## src/rtl/dnn_sample_sequencer.sv

```systemverilog
// Host-to-DNN sample feeder: double-buffers whole samples, slices them into per-clock
// a_in/y_in chunks locked to a mirrored block-cycle counter, and scores delayed predictions.
module dnn_sample_sequencer #(
  parameter int width    = 16,
  parameter int width_in = 8,
  parameter int N0       = 16,
  parameter int NL       = 4,
  parameter int ZA       = 4,
  parameter int ZY       = 1,
  parameter int CPC      = 6,
  parameter int RES_LAT  = 3,
  parameter int CNT_W    = 32
) (
  input  logic                     clk,
  input  logic                     reset,
  input  logic                     run,
  input  logic                     s_valid,
  output logic                     s_ready,
  input  logic [N0*width_in-1:0]   s_act,
  input  logic [NL-1:0]            s_label,
  input  logic [width-1:0]         s_eta,
  output logic [ZA*width_in-1:0]   a_in,
  output logic [ZY-1:0]            y_in,
  output logic [width-1:0]         eta_in,
  input  logic [NL-1:0]            a_out_alln,
  output logic [$clog2(CPC)-1:0]   cycle_index,
  output logic                     res_valid,
  output logic                     res_correct,
  output logic [CNT_W-1:0]         sample_count,
  output logic [CNT_W-1:0]         correct_count
);

  localparam int IDX_W   = $clog2(CPC);
  localparam int ACT_W   = N0 * width_in;
  localparam int CHUNK_A = ZA * width_in;

  typedef struct packed {
    logic              valid;
    logic [ACT_W-1:0]  act;
    logic [NL-1:0]     label;
    logic [width-1:0]  eta;
  } sample_t;

  // Host stream: s_valid/s_ready handshake; a sample transfers on any clock where both are
  // high, and the host must hold s_act/s_label/s_eta stable while s_valid waits for s_ready.

  sample_t                      pend_q, pend_d;
  sample_t                      act_q, act_d;
  logic [IDX_W-1:0]             idx_q, idx_d;
  logic [RES_LAT-1:0]           pv_q, pv_d;
  logic [RES_LAT-1:0][NL-1:0]   pl_q, pl_d;
  logic [CHUNK_A-1:0]           a_q, a_d;
  logic [ZY-1:0]                y_q, y_d;
  logic [width-1:0]             eta_q, eta_d;
  logic [CNT_W-1:0]             scnt_q, scnt_d;
  logic [CNT_W-1:0]             ccnt_q, ccnt_d;

  logic block_end;
  logic promote;
  logic load;

  assign block_end   = (idx_q == IDX_W'(CPC - 1));
  assign promote     = block_end && run && pend_q.valid;
  assign s_ready     = !pend_q.valid || (block_end && run);
  assign load        = s_valid && s_ready;
  assign res_valid   = block_end && pv_q[RES_LAT-1];
  assign res_correct = res_valid && (a_out_alln == pl_q[RES_LAT-1]);

  always_comb begin
    idx_d  = block_end ? '0 : idx_q + IDX_W'(1);
    pend_d = pend_q;
    act_d  = act_q;
    pv_d   = pv_q;
    pl_d   = pl_q;
    scnt_d = scnt_q;
    ccnt_d = ccnt_q;

    if (promote) pend_d.valid = 1'b0;
    if (load)    pend_d = {1'b1, s_act, s_label, s_eta};

    // The block just fed enters the label pipe as the next one is promoted (or bubbled).
    if (block_end) begin
      act_d = promote ? pend_q : '0;
      pv_d  = {pv_q[RES_LAT-2:0], act_q.valid};
      pl_d  = {pl_q[RES_LAT-2:0], act_q.label};
    end

    // Outputs are registered from the upcoming active block and index.
    a_d   = '0;
    y_d   = '0;
    eta_d = act_d.valid ? act_d.eta : '0;
    for (int k = 0; k < CPC - 2; k++) begin
      if (idx_d == IDX_W'(k)) begin
        a_d = act_d.act[k*CHUNK_A +: CHUNK_A];
        y_d = act_d.label[k*ZY +: ZY];
      end
    end

    if (res_valid && !(&scnt_q))   scnt_d = scnt_q + CNT_W'(1);
    if (res_correct && !(&ccnt_q)) ccnt_d = ccnt_q + CNT_W'(1);
  end

  always_ff @(posedge clk or posedge reset) begin
    if (reset) begin
      idx_q  <= '0;
      pend_q <= '0;
      act_q  <= '0;
      pv_q   <= '0;
      pl_q   <= '0;
      a_q    <= '0;
      y_q    <= '0;
      eta_q  <= '0;
      scnt_q <= '0;
      ccnt_q <= '0;
    end else begin
      idx_q  <= idx_d;
      pend_q <= pend_d;
      act_q  <= act_d;
      pv_q   <= pv_d;
      pl_q   <= pl_d;
      a_q    <= a_d;
      y_q    <= y_d;
      eta_q  <= eta_d;
      scnt_q <= scnt_d;
      ccnt_q <= ccnt_d;
    end
  end

  assign a_in          = a_q;
  assign y_in          = y_q;
  assign eta_in        = eta_q;
  assign cycle_index   = idx_q;
  assign sample_count  = scnt_q;
  assign correct_count = ccnt_q;

endmodule

```

## config.mk

```make
export PLATFORM = sky130hd
export DESIGN_NAME = dnn_sample_sequencer
export DESIGN_NICKNAME = d
export VERILOG_FILES = /design/src/rtl/dnn_sample_sequencer.sv
export SDC_FILE = /design/constraint.sdc
export NUM_CORES = 1
export LEC_CHECK = 0
export CAP_MARGIN = 40
export CORE_ASPECT_RATIO = 1.4
export CORE_UTILIZATION = 30
export CTS_CLUSTER_SIZE = 25
export DETAILED_ROUTE_END_ITERATION = 10
export PLACE_DENSITY = 0.63
export SYNTH_ARGS = -nofsm -noshare
export SYNTH_HDL_FRONTEND = slang
export SYNTH_SLANG_ARGS = --single-unit
```

## constraint.sdc

```tcl
create_clock -name clk -period 13.58 [get_ports clk]
set_input_delay 2.037 -clock clk [delete_from_list [all_inputs] [get_ports clk]]
set_output_delay 2.037 -clock clk [all_outputs]
set_load 0.02 [all_outputs]
```

==> impl_metrics.csv <==
group,metric,value,unit
sta,setup_tns,0,ns
yosys,synth.avg_cell_area,13.35,um^2
clock_network,postCtsSetupBuffers,0,
worst_setup_path,cp_slowest_stage_delay,0.71,ns
clock_network,cts_tree,"yes",
worst_setup_path,cp_data_required_time,11.54,ns
sta,worst_slew_margin_rel,43.56,%
sta,slew_viol_final,0,
yosys,synth_cell_types,50,
worst_hold_path,hold_start,"pl_q[5]",
yosys,synth-compound-area-share,10.64,%
yosys,synth_top_flop_cell,"dfrtp_1",
global_route,grt_pass1_wl,69.55,mm
sta,fin_ws,7.423,ns
yosys,yosysTopAreaCell,"dfrtp_1",
detailed_routing,vias,11333,
floorplan,io_pins,275,
clock_network,root_buffer,"clkbuf_16",
finish,multi_input_area,0.006027,mm^2
sta,layout_min_cycle_time,6.157,ns
floorplan,die_h,285.9,um
yosys,netlist_area,0.01727,mm^2
yosys,synth_common_cells,"dfrtp_1, a22o_1, mux2_2",
clock_network,htree_levels,2,
yosys,synth_nets,1452,
worst_setup_path,worstSetupEndpointType,"output port",
sta,max_freq,0.1624,GHz
flow_run,maxCapViolCount,0,
clock_network,clkTransAtPathRegs,0.06,ns
floorplan,start_util,30.46,%
finish,layout-drive-gt1-share,17.97,%
floorplan,die_area,0.05854,mm^2
placement,dp_hpwl,29.87,mm
placement,globalplace.congestion,0.8167,
yosys,synth_seq_cells,429,
global_route,first_global_vias,11924,
worst_setup_path,crit_type,"in -> out",
detailed_routing,finalWirelength,43.95,mm
placement,dpl_worst_slack,7.442,ns
detailed_routing,vias_per_cell,4.879,
clock_network,cts_sinks,429,
finish,regArea,0.01074,mm^2
global_route,overflow,0,
power,irDropWorstVdd,82.54,uV
worst_hold_path,hold_class,"reg -> reg",
clock_network,clockBufferDepth,3,
worst_setup_path,reg2regPathDepth,8,
sta,clock_skew,0.007756,ns
yosys,synthSimpleGateAreaFrac,8.918,%
clock_network,ctsHoldBuffers,0,
worst_setup_path,worstSetupStartpoint,"a_out_alln[1]",
yosys,synthAdderAreaFrac,0.1449,%
detailed_routing,wl_per_cell,18.92,um
sta,setup_viol_count_final,0,
detailed_routing,drcViolationCount,0,
yosys,synth_xor_area_share,3.347,%
yosys,synth_edf_count,0,
global_route,top_usage_layer,"met2",
global_route,use_met1,19.71,%
worst_setup_path,startpoint_type,"primary input",
yosys,async_flop_share,100.0,%
worst_setup_path,cp_slowest_cell,"clkdlybuf4s50_1",
worst_hold_path,whs_path_depth,2,
global_route,use_met2,25.48,%
finish,fin_nets,1712,
sta,tightest_slew,0.8466,ns
worst_hold_path,hold_end,"pl_q[9]",
clock_network,cts_buffers,44,
yosys,yosysSeqAreaShare,62.16,%
global_route,grt_max_degree,67,
placement,port_buffers,274,
detailed_routing,antenna_left,0,
power,p_leak,9.910,nW
finish,area.growth.synth_to_final,28.77,%
global_route,met3_usage,2.928,%
power,power.density,139.1,mW/mm^2
worst_setup_path,path_max_fanout,17,
yosys,yosys_warnings,0,
yosys,synth_area_leaders,"dfrtp_1, mux2_2, a22o_1, xor2_1, mux2i_1",
yosys,synthCells,1294,
worst_setup_path,ff2ff_setup_slack,9.10,ns
floorplan,rows,103,
clock_network,clk_latency,0.57,ns
sta,rsz0062_at_grt,"no",
outcome,status,"finished, final reports clean",
floorplan,core-area,0.05670,mm^2
worst_setup_path,cp_common_cell,"clkdlybuf4s50_1",
worst_setup_path,r2r_end,"a_in[22]",
yosys,synth_top_family_by_area,"multiplexers",
clock_network,ctsResizeCount,0,
global_route,antenna_found_initial,4,
sta,finalCritPeriodShare,45.34,%
finish,nFillCells,5439,
worst_setup_path,r2r_start,"cycle_index[2]",
yosys,yosysMostFrequentCell,"dfrtp_1",
yosys,muxShareOfSynthArea,11.75,%
worst_setup_path,crit_chain,"clkdlybuf4s50_1 -> xor2_1 -> nor3_2 -> and2_1 -> clkdlybuf4s50_1",
floorplan,dieWidth,204.8,um
detailed_routing,drt_iter0_markers,633,
sta,hold_viol,0,
worst_setup_path,worstPathArrival,4.12,ns
global_route,grt_usage,15.22,%
yosys,yosysTopAreaCellShare,62.16,%
detailed_routing,firstDrtPassIters,4,
-- cells by family after synthesis --
family                     count (synthesis)
muxes                                    184
and+or+nand+nor                          292
buffers and inverters                     93
DFF                                      429
AOI/OAI and AO/OA                        228
adders and majority gates                  2
xor gates and xnor gates                  66
-- routing by layer --
metal	routed length [um]	vias to the layer above
li1	-	5185
met4	874	2
met2	22030	261
met5	13	-
met1	18830	5828
met3	2199	57
-- worst max-delay path, delay by kind of cell --
family,cells,cell delay [ns]
buf+inv,2,1.13
simple gates,2,0.79
xor+xnor,1,0.15
-- registers in the layout, summed over array words and instances (netlist names) --
| register | flops |
|---|---|
| cycle_index | 3 |
| pl_q | 12 |
| a_in | 32 |
| sample_count | 32 |
| pv_q | 3 |
| act_q | 149 |
| y_in | 1 |
| correct_count | 32 |
| pend_q | 149 |
| eta_in | 16 |
-- report_power, final --
part	total, W	leakage, nW	switching [W]	internal, W
logic	0.000339	3.79	0.000136	0.000203
clock network	0.00122	0.714	0.000510	0.000713
registers	0.00153	5.40	0.0000883	0.00144
-- stage by stage --
stage          std cells  hold WS [ns]  total power, W  util (%)  area [um^2]
2_1_floorplan       1294        0.4386        0.001744         -        17270
3_3_place_gp        2234        0.4482        0.001880     36.31        20590
3_5_place_dp        2243        0.4575        0.001899     36.63        20770
4_1_cts             2321        0.4689        0.003145     39.21        22230
5_1_grt             2323        0.4973        0.003241     39.22        22240
6_report            2323        0.4660        0.003092     39.22        22240
-- cells in the final DEF (no fill, tap or decap), types with 14 or more instances in the layout --
master	instances
dfrtp_1	426
clkdlybuf4s50_1	274
a22o_1	148
mux2_2	139
nor2_1	81
nand2_1	69
clkbuf_16	44
xor2_1	39
mux2i_1	34
a21oi_1	33
nand3_1	31
xnor2_1	27
a31o_2	25
and2_1	19
buf_4	18
nand4_1	14
nor3_1	14
-- area by class of cell --
cell class	count	share of cell area [%]
well taps	735	4.135
clock inverters	13	0.8214
clock buffers	65	5.756
repair buffers	300	13.73
multi-input cells	772	27.10
inverters	7	0.1350
diodes	2	0.02250
flip-flops and latches	429	48.30
-- how the worst max path moves through the flow --
stage | end | slack (ns)
finish | res_correct | 7.42
global route | res_correct | 7.31
CTS | res_correct | 7.43
detailed placement | res_correct | 7.44
global placement | res_correct | 7.43
floorplan | a_in[0] | 5.75
Power figures use the tool's default switching activity.
